<file path="src/rtl/mult_div_unit.sv">
// Iterative 32-bit signed multiply / divide unit: one bit per cycle over
// operand magnitudes, with the signs applied in a single fix-up cycle.
module mult_div_unit (
  input  logic        clk,
  input  logic        reset,
  input  logic        start,
  input  logic        MDCtrl,
  input  logic [31:0] A,
  input  logic [31:0] B,
  output logic [31:0] HI,
  output logic [31:0] LO,
  output logic        busy,
  output logic        done,
  output logic        div0
);

  typedef enum logic [1:0] {IDLE, CALC, FIN, DONE} state_t;

  state_t      r_state;
  state_t      w_next;

  logic [63:0] r_acc;      // mult: {partial product, multiplier}; div: {remainder, quotient}
  logic [31:0] r_opnd;     // multiplicand or divisor magnitude
  logic [4:0]  r_cnt;
  logic        r_op;
  logic        r_neg_res;
  logic        r_neg_a;
  logic [31:0] r_hi;
  logic [31:0] r_lo;
  logic        r_busy;
  logic        r_done;
  logic        r_div0;

  logic [31:0] w_a_mag;
  logic [31:0] w_b_mag;
  logic        w_div_zero;
  logic [32:0] w_sum;
  logic [32:0] w_trial;
  logic [63:0] w_acc_next;
  logic [63:0] w_prod;
  logic [31:0] w_quo;
  logic [31:0] w_rem;

  assign w_a_mag    = A[31] ? -A : A;
  assign w_b_mag    = B[31] ? -B : B;
  assign w_div_zero = MDCtrl && (B == 32'd0);

  // NOTE: state registers use non-blocking assignments so every flop samples
  // pre-edge values regardless of block ordering.
  always_ff @(posedge clk or posedge reset) begin
    if (reset) r_state <= IDLE;
    else       r_state <= w_next;
  end

  // NOTE: w_next gets a default before the case so no path can infer a latch.
  always_comb begin
    w_next = r_state;
    case (r_state)
      IDLE: if (start) w_next = w_div_zero ? DONE : CALC;
      CALC: if (r_cnt == 5'd31) w_next = FIN;
      FIN:  w_next = DONE;
      DONE: w_next = IDLE;
      default: w_next = IDLE;
    endcase
  end

  // One iteration step: shift-add for mult, restoring shift-subtract for div.
  always_comb begin
    w_sum      = {1'b0, r_acc[63:32]} + (r_acc[0] ? {1'b0, r_opnd} : 33'd0);
    w_trial    = {r_acc[63:32], r_acc[31]} - {1'b0, r_opnd};
    w_acc_next = {w_sum, r_acc[31:1]};
    if (r_op) begin
      if (!w_trial[32]) w_acc_next = {w_trial[31:0], r_acc[30:0], 1'b1};
      else              w_acc_next = {r_acc[62:0], 1'b0};
    end
  end

  assign w_prod = r_neg_res ? -r_acc : r_acc;
  assign w_quo  = r_neg_res ? -r_acc[31:0] : r_acc[31:0];
  assign w_rem  = r_neg_a   ? -r_acc[63:32] : r_acc[63:32];

  always_ff @(posedge clk or posedge reset) begin
    if (reset) begin
      r_acc     <= '0;
      r_opnd    <= '0;
      r_cnt     <= '0;
      r_op      <= 1'b0;
      r_neg_res <= 1'b0;
      r_neg_a   <= 1'b0;
      r_hi      <= '0;
      r_lo      <= '0;
      r_busy    <= 1'b0;
      r_done    <= 1'b0;
      r_div0    <= 1'b0;
    end else begin
      r_done <= (r_state == DONE);
      case (r_state)
        IDLE: if (start) begin
          r_div0    <= w_div_zero;
          r_busy    <= !w_div_zero;
          r_op      <= MDCtrl;
          r_neg_res <= A[31] ^ B[31];
          r_neg_a   <= A[31];
          r_cnt     <= '0;
          r_opnd    <= MDCtrl ? w_b_mag : w_a_mag;
          r_acc     <= {32'd0, MDCtrl ? w_a_mag : w_b_mag};
        end
        CALC: begin
          r_cnt <= r_cnt + 5'd1;
          r_acc <= w_acc_next;
        end
        FIN: begin
          r_hi <= r_op ? w_rem : w_prod[63:32];
          r_lo <= r_op ? w_quo : w_prod[31:0];
        end
        DONE: r_busy <= 1'b0;
        default: ;
      endcase
    end
  end

  assign HI   = r_hi;
  assign LO   = r_lo;
  assign busy = r_busy;
  assign done = r_done;
  assign div0 = r_div0;

endmodule

</file>
<file path="config.mk">
export PLATFORM = sky130hd
export DESIGN_NAME = mult_div_unit
export DESIGN_NICKNAME = d
export VERILOG_FILES = /design/src/rtl/mult_div_unit.sv
export SDC_FILE = /design/constraint.sdc
export NUM_CORES = 1
export LEC_CHECK = 0
export BUFFER_PORTS_ARGS = -buffer_cell sky130_fd_sc_hd__buf_2
export CAP_MARGIN = 20
export CELL_PAD_IN_SITES_DETAIL_PLACEMENT = 2
export CELL_PAD_IN_SITES_GLOBAL_PLACEMENT = 2
export CORE_UTILIZATION = 33
export CTS_CLUSTER_DIAMETER = 40
export DETAILED_ROUTE_END_ITERATION = 8
export GPL_TIMING_DRIVEN = 0
export HOLD_SLACK_MARGIN = 0.06
export PLACE_DENSITY_LB_ADDON = 0.25
export RECOVER_POWER = 50
export SLEW_MARGIN = 10
export SYNTH_ARGS = -nofsm -noshare
export SYNTH_HDL_FRONTEND = slang
export SYNTH_SLANG_ARGS = --single-unit
</file>
<file path="constraint.sdc">
create_clock -name clk -period 6.3 [get_ports clk]
set_input_delay 1.26 -clock clk [delete_from_list [all_inputs] [get_ports clk]]
set_output_delay 1.26 -clock clk [all_outputs]
set_load 0.005 [all_outputs]
</file>
Yosys cells after proc, flatten, opt, wreduce, memory -nomap -nowiden. Index checks and enable logic that the tools add are counted.

Flip-flop bits (word level): 173. Latch bits: 0. RAM bits: 0. Memory bits (read-only): 0. Bits of input ports: 68. Output and inout bits: 67. Logic and storage cells: 59. Memories: 0.

Add/subtract/negate cells: 8. Multiply operators: 0. Div/mod/pow operators: 0. $lt $le $gt $ge: 0. Equal/unequal tests: 6. Shifts and indexed selects: 0. Multiplexer cells: 22. Bitwise logic cells: 1. Reduce and logical (&&, ||, !) cells: 10.

Operators with widths (number): 2-to-1 mux 32 bit (9); 2-to-1 mux 64 bit (4); negation 32 bit (4); one-hot mux 64 bit (2 select lines) (1); negation 64 bit (1); adder 32 x 32 -> 33 bit (1); subtractor 33 x 32 -> 33 bit (1); logical NOT 32 bit (1); one-hot mux 5 bit (2 select lines) (1); one-hot mux 2 bit (4 select lines) (1); AND reduction 2 bit (4); 2-to-1 mux 2 bit (3); adder 5 x 1 -> 5 bit (second input constant) (1); == test 5 bit (second input constant) (1); 2-to-1 mux 5 bit (1); == test 2 bit (second input constant) (2); != test 2 bit (second input constant) (2); nonzero test 2 bit (2); == test 2 x 1 -> 1 bit (second input constant) (1); logical NOT 2 bit (1); one-hot mux 1 bit (2 select lines) (1); logical AND 1 bit (1); logical NOT 1 bit (1); 2-to-1 mux 1 bit (1); bitwise XOR 1 bit (1).

Depth between registers and ports, before layout. Gate-level depths: netlist of the first run.

Word-level depth: 5. Gate-level depth with buffers: 14. Gate-level depth less buffers: 13.

Worst setup path after synthesis of the first run. No wires, ideal clock.

Kind: input -> register. From: input port B[8]. To: register r_busy (netlist: busy). Setup time: 121 ps. Data arrival time: 3555 ps. Data required time: 6179 ps. Setup slack: 2624 ps. Stages: 8. Path buffers: 0. Cell sequence: or4_1 -> or3_1 -> or3_1 -> nand2b_4 -> nor4b_2 -> nor2_1 -> mux2_2 -> a22o_1.

Word-level cells in the longest chain between the ends: 5.

RTL lines: start: declaration (line 9) `input logic [31:0] B,`; logical NOT 32 bit (line 46) `assign w_div_zero = MDCtrl && (B == 32'd0);`; logical AND 1 bit (line 46); logical NOT 1 bit (line 100) `r_busy <= !w_div_zero;`; 2-to-1 mux 1 bit (line 98) `IDLE: if (start) begin`; one-hot mux 1 bit (2 select lines) (line 97) `case (r_state)`; end signal: assignment (line 100); end: declaration (line 30) `logic r_busy;`.

No other way between the ends. The select of a mux whose other input is x is not followed. A chain may end at the register's enable or synchronous reset.

Worst setup path after layout of the first run.
From: register r_acc[0]. To: register r_hi[28] (netlist: HI[28]).

Word-level cells in the longest chain between the ends: 3.

RTL lines: start: declaration (line 22) `logic [63:0] r_acc;`; start signal: assignment (line 106) `r_acc <= {32'd0, MDCtrl ? w_a_mag : w_b_mag};`; start signal: assignment (line 110) `r_acc <= w_acc_next;`; negation 64 bit (line 78) `assign w_prod = r_neg_res ? -r_acc : r_acc;`; 2-to-1 mux 64 bit (line 78); 2-to-1 mux 32 bit (line 113) `r_hi <= r_op ? w_rem : w_prod[63:32];`; end signal: assignment (line 113); end: declaration (line 28) `logic [31:0] r_hi;`.

No other way between the ends.

==> results of run 1 <==
[worst max-delay path, stage by stage, from the launching register on]
cell and delay (ps):
dfrtp_1 570, inv_1 250, clkbuf_1 570, ha_1 380
nor4b_1 310, nand4bb_1 370, nor4b_1 860, a21oi_1 450
nor3_2 430, nand2_1 160, o21ai_0 270, xor2_1 240
a21oi_1 100
[stage by stage]
stage | power (W) | setup WS [ps] | setup TNS, ps
final | 0.00930 | 1170 | 0
after global routing | 0.00994 | 932 | 0
after CTS | 0.00933 | 1150 | 0
after detailed placement | 0.00806 | 1280 | 0
after global placement | 0.00785 | -2130 | -364100
after floorplan | 0.00582 | 352 | 0
[power by group through the flow]
stage | sequential [W] | clock, W | combinational (W)
after floorplan | 0.00198 | 0 | 0.00384
after global placement | 0.00211 | 0 | 0.00573
after detailed placement | 0.00214 | 0 | 0.00592
after CTS | 0.00213 | 0.00122 | 0.00599
after global routing | 0.00219 | 0.00125 | 0.00650
final | 0.00213 | 0.00119 | 0.00597
[final cells by class]
class                   instances  area, um^2
fillers                      5107       26600
flip-flops and latches        173        4330
clock inverters                15         221
multi-input cells            1452        9390
clock buffers                  17         425
repair buffers                134         674
inverters                      73         275
plain buffers                  96         372
well taps                     585         732
[layer usage]
layer	vias up	GRT usage (%)	part of all wire (%)
li1	6746	-	-
met1	7487	36.7	45
met2	252	51.0	50
met3	76	3.88	2.5
met4	0	8.82	2.5
met5	-	0	0
[sequential cells by signal (all words and copies together) (netlist names)]
register / flops
r_state: 2
r_cnt: 5
busy: 1
HI: 32
div0: 1
r_neg_a: 1
r_opnd: 32
done: 1
r_acc: 64
LO: 32
r_neg_res: 1
r_op: 1
[logic make-up (layout without fill, tap and decap cells)]
kind of cell	after synthesis	after routing	share of synthesized area [%]
AO/OA/AOI/OAI	576	576	24.4
AND/OR/NAND/NOR	544	544	17.5
flip-flops	173	173	30.1
XOR/XNOR	170	170	10.4
buffers and inverters	169	335	4.50
multiplexers	86	86	6.33
adder cells (fa/ha/maj)	76	76	6.73
[path summary, 6_finish.rpt]
kind | start | end | slack [ps] | depth (start not counted)
worst max register to register | r_acc[0]$_DFFE_PP0P_ | HI[28]$_DFFE_PP0P_ | 1170 | 12
worst min register to register | r_opnd[27]$_DFFE_PP0P_ | r_opnd[27]$_DFFE_PP0P_ | 480 | 2
max in group asynchronous | reset | r_acc[63]$_DFFE_PP0P_ | 3010 | 2
worst min-delay path | r_opnd[27]$_DFFE_PP0P_ | r_opnd[27]$_DFFE_PP0P_ | 480 | 2
worst max-delay path | r_acc[0]$_DFFE_PP0P_ | HI[28]$_DFFE_PP0P_ | 1170 | 12
min in group asynchronous | reset | r_opnd[8]$_DFFE_PP0P_ | 1730 | 2
[layout by cell type, fill, tap and decap left out, drive strengths merged, types with 77 or more instances in the layout]
cell    netlist  layout
a21oi       210     210
buf          13     132
clkbuf       83     115
dfrtp       173     173
inv          72      77
nand2       160     160
nor2        208     208
o21ai       152     152
xnor2        90      90
xor2         80      80
==> flow_summary.yaml, run 1 <==
status:
  outcome: "complete, but fails checks"
  violations: "capacitance limit, slew limit"
timing:
  finalHoldViolations: 0
  fin_crit_ps: 5130
  max_slew_margin_pct: -128
  worst_pin_slew_ps: 3410
  fin_crit_sh_pct: 81.4
  setup_violations: 0
  skew_ps: 11.6
  maxSlewViolCount: 65
  rsz0062_at_grt: "no"
  hold_ws_ps: 480
  max_freq_mhz: 195
flow_run:
  cap_violations: 1
yosys:
  avgSynthCellArea_um2: 8.01
  synth-seq-cells: 173
  synth-edff-count: 0
  seq_area_frac_synth_pct: 30.1
  yosysTopAreaCell: "dfrtp_1"
  syn_nets: 1938
  yosysTopAreaCellShare_pct: 30.1
  synth_most_common_cell: "a21oi_1"
  netlist_top_cells_area: "dfrtp_1, a21oi_1, ha_1"
  syn_area_mm2: 0.0144
  netlist_instances: 1794
  synth.distinct_cells: 76
  synth-main-ff-cell: "dfrtp_1"
  ys_top_cells_by_count: "a21oi_1, nor2_1, dfrtp_1, nand2_1, o21ai_0"
  async_flop_share_pct: 100
  yosysWarnings: 0
die:
  initial_utilization_pct: 33.4
  coreArea_mm2: 0.0430
  dieArea_mm2: 0.0444
  dieWidth_um: 211
  io_pins: 135
  rows: 76
  fp.dieH_um: 211
min_path:
  min_path_type: "register to register"
worst_setup_path:
  cp.arrival_ps: 5480
  critPathCaptureType: "register"
  crit_type: "register to register"
  crit_fanout: 10
  cp-start-kind: "register"
  cp_data_required_time_ps: 6650
cts:
  cts_resized: 0
  cts_sinks: 173
  clock_latency_ps: 510
  clk_pin_slew_ps: 70
  cts_tree: "done"
  cts_setup_buffers: 0
  cts_hold_buf: 0
  numCtsBuffers: 17
  htree_levels: 4
  clk_path_buf_depth: 2
  root_buffer: "clkbuf_16"
finish:
  layoutNonFillerInstCount: 2545
  fin_util_pct: 38.2
  final_area_mm2: 0.0164
  drive_gt1_share_pct: 10.9
  syn_to_final_growth_pct: 14.3
  nNetsFinal: 2091
  antennaDiodeCount: 0
placement:
  hpwlAfterDp_mm: 50.5
  portBuffers: 132
  placed_area_mm2: 0.0158
  dp.cells: 2513
  place_congestion: 0.906
routing:
  wl_per_cell_um: 25.0
  num_vias: 14600
  viasPerCell: 5.72
  drt-pass1-iter-count: 5
  drcViolationCount: 0
  routed_wl_mm: 63.7
  drt.antenna.violating_nets: 0
  drtIter0Drc: 784
power_and_ir_drop:
  internal_power_w: 0.00431
  power_frac_clock_pct: 12.9
  peakVddDrop_uv: 186
  power_frac_seq_pct: 22.9
  swShare_pct: 53.6
  pwr-share-comb_pct: 64.2
  cellPowerDensity_mw_per_mm2: 566
  p_leak_nw: 6.96
  p_switching_w: 0.00498
global_routing:
  grt_pass1_wl_mm: 96.5
  grt_pass1_vias: 15900
  grt_max_degree: 110
  grt-ovfl-total: 0
  antenna_found_initial: 0
  grt_usage_pct: 29.0
No activity file was read; power rests on OpenSTA's default activity.
==> inputs of run 2 (changes only) <==
- ABC_AREA: default -> 1
- clock period: 6.3 -> 5.1 ns (I/O delays scaled with it)
==> flow_summary.yaml, run 2 <==
timing:
  rsz0062_at_grt: "no"
  setup_ws_ps: 1190
  setup_violations: 0
  max_freq_mhz: 256
  skew_ps: 21.4
  fin_crit_sh_pct: 76.7
  hold_ws_ps: 478
  worst_pin_slew_ps: 1950
  setup_tns_ps: 0
  fin_crit_ps: 3910
  maxSlewViolCount: 71
  max_slew_margin_pct: -30.2
  finalHoldViolations: 0
flow_run:
  cap_violations: 2
routing:
  drt-pass1-iter-count: 5
  drt.antenna.violating_nets: 0
  routed_wl_mm: 94.2
  drtIter0Drc: 1182
  drcViolationCount: 0
  num_vias: 21600
  wl_per_cell_um: 23.9
  viasPerCell: 5.49
worst_setup_path:
  cp.arrival_ps: 4590
  cp_data_required_time_ps: 5770
  crit_type: "input pin to asynchronous set/reset pin"
  crit_fanout: 34
  cp-start-kind: "input pin"
  critPathCaptureType: "asynchronous set/reset pin"
die:
  io_pins: 135
  dieArea_mm2: 0.0555
  initial_utilization_pct: 33.4
  dieWidth_um: 236
  rows: 85
  fp.dieH_um: 236
  coreArea_mm2: 0.0539
finish:
  nNetsFinal: 3373
  largest-register: "r_acc"
  drive_gt1_share_pct: 7.28
  final_cell_mix: "nand2_1, inv_1, nor2_1"
  final_common_cell: "nand2_1"
  syn_to_final_growth_pct: 11.8
  fillers: 6903
  fin_util_pct: 37.3
  final_area_mm2: 0.0201
  antennaDiodeCount: 0
  largest_reg_flops: 64
global_routing:
  antenna_found_initial: 1
  grt_usage_pct: 33.7
  grt_pass1_vias: 23000
  grt_pass1_wl_mm: 141
  grt_max_degree: 37
  grt-ovfl-total: 0
yosys:
  yosysTopAreaCellShare_pct: 24.0
  netlist_instances: 3074
  netlist_top_cells_area: "dfrtp_1, nand2_1, inv_1"
  synth_most_common_cell: "nand2_1"
  syn_area_mm2: 0.0180
  yosysWarnings: 0
  avgSynthCellArea_um2: 5.86
  async_flop_share_pct: 100
  synth-main-ff-cell: "dfrtp_1"
  yosysTopAreaCell: "dfrtp_1"
  syn_nets: 3218
  synth-edff-count: 0
  synth.distinct_cells: 53
  ys_top_cells_by_count: "nand2_1, inv_1, nor2_1, nand3_1, dfrtp_1"
  seq_area_frac_synth_pct: 24.0
  synth-seq-cells: 173
min_path:
  min_path_type: "register to register"
status:
  violations: "capacitance limit, slew limit"
  outcome: "complete, but fails checks"
power_and_ir_drop:
  peakVddDrop_uv: 296
  cellPowerDensity_mw_per_mm2: 734
  p_leak_nw: 10.7
cts:
  cts_tree: "done"
  numCtsBuffers: 17
  clock_latency_ps: 500
  htree_levels: 4
  cts_resized: 0
  cts_setup_buffers: 0
  clk_path_buf_depth: 2
  cts_sinks: 173
  clk_pin_slew_ps: 80
  cts_hold_buf: 0
  root_buffer: "clkbuf_16"
placement:
  placed_area_mm2: 0.0196
  place_congestion: 0.992
  hpwlAfterDp_mm: 78.9
  dp_slack_ps: 1270
  portBuffers: 131
==> run 2: cell types whose count changed after synthesis, sizes merged, moves of 23 or more <==
cell and change:
a211oi -23, a21oi -69, inv +368, mux2 -38, mux2i -48, nand2 +884, nand3 +274, nor2 +135
xnor2 -71
==> run 2: worst paths after layout <==
| path | slack [ps] | endpoint | from | depth (start not counted) |
|---|---|---|---|---|
| max in group clk | 1190 | r_acc[61]$_DFFE_PP0P_ | r_acc[0]$_DFFE_PP0P_ | 19 |
| worst min-delay path | 480 | HI[26]$_DFFE_PP0P_ | HI[26]$_DFFE_PP0P_ | 2 |
| worst max-delay path | 1190 | r_opnd[9]$_DFFE_PP0P_ | reset | 5 |
| worst max register to register | 1190 | r_acc[61]$_DFFE_PP0P_ | r_acc[0]$_DFFE_PP0P_ | 19 |
| worst min register to register | 480 | HI[26]$_DFFE_PP0P_ | HI[26]$_DFFE_PP0P_ | 2 |
| min in group asynchronous | 620 | LO[20]$_DFFE_PP0P_ | reset | 2 |
==> run 2: layout make-up <==
class | count | area [um^2] | share of cell area, %
clock buffer | 19 | 433 | 2.15
multi-input combinational | 2355 | 11600 | 57.5
buffer | 102 | 439 | 2.18
timing repair buffer | 136 | 696 | 3.45
tap | 696 | 871 | 4.32
sequential | 173 | 4330 | 21.5
inverter | 444 | 1670 | 8.28
clock inverter | 13 | 125 | 0.621
==> run 2: per-layer routing <==
layer  part of all wire [%]  vias up  track usage (%)
li1                       -    10100                -
met2                     49      485             58.5
met3                    3.4      152             3.87
met1                     44    10900             42.3
met5                  0.011        -                0
met4                    3.8        2             13.6
==> run 2: kinds of logic (layout without fill, tap and decap cells) <==
logic type | Yosys count | in the layout | share of synthesized area (%)
and+or+nand+nor | 1785 | 1785 | 42.0
buffers and inverters | 546 | 714 | 11.7
DFF | 173 | 173 | 24.0
AOI/OAI and AO/OA | 405 | 405 | 12.6
adders and majority gates | 76 | 76 | 5.36
xor gates and xnor gates | 89 | 89 | 4.33
==> run 2: power by group <==
group          switching (W)  internal, W
clock               0.000693     0.000643
sequential          0.000951      0.00202
combinational        0.00734      0.00314
==> run 2: critical path, stage by stage <==
cell	delay [ps]
buf_2	100
clkinvlp_2	480
clkbuf_1	1450
clkbuf_1	1150
buf_12	320
==> run 2: metrics by stage <==
| stage | power (W) | instances |
|---|---|---|
| finish | 0.0148 | 3938 |
| floorplan | 0.00920 | 3074 |
| global route | 0.0159 | 3938 |
| global placement | 0.0128 | 3901 |
| CTS | 0.0147 | 3938 |
| detailed placement | 0.0133 | 3906 |
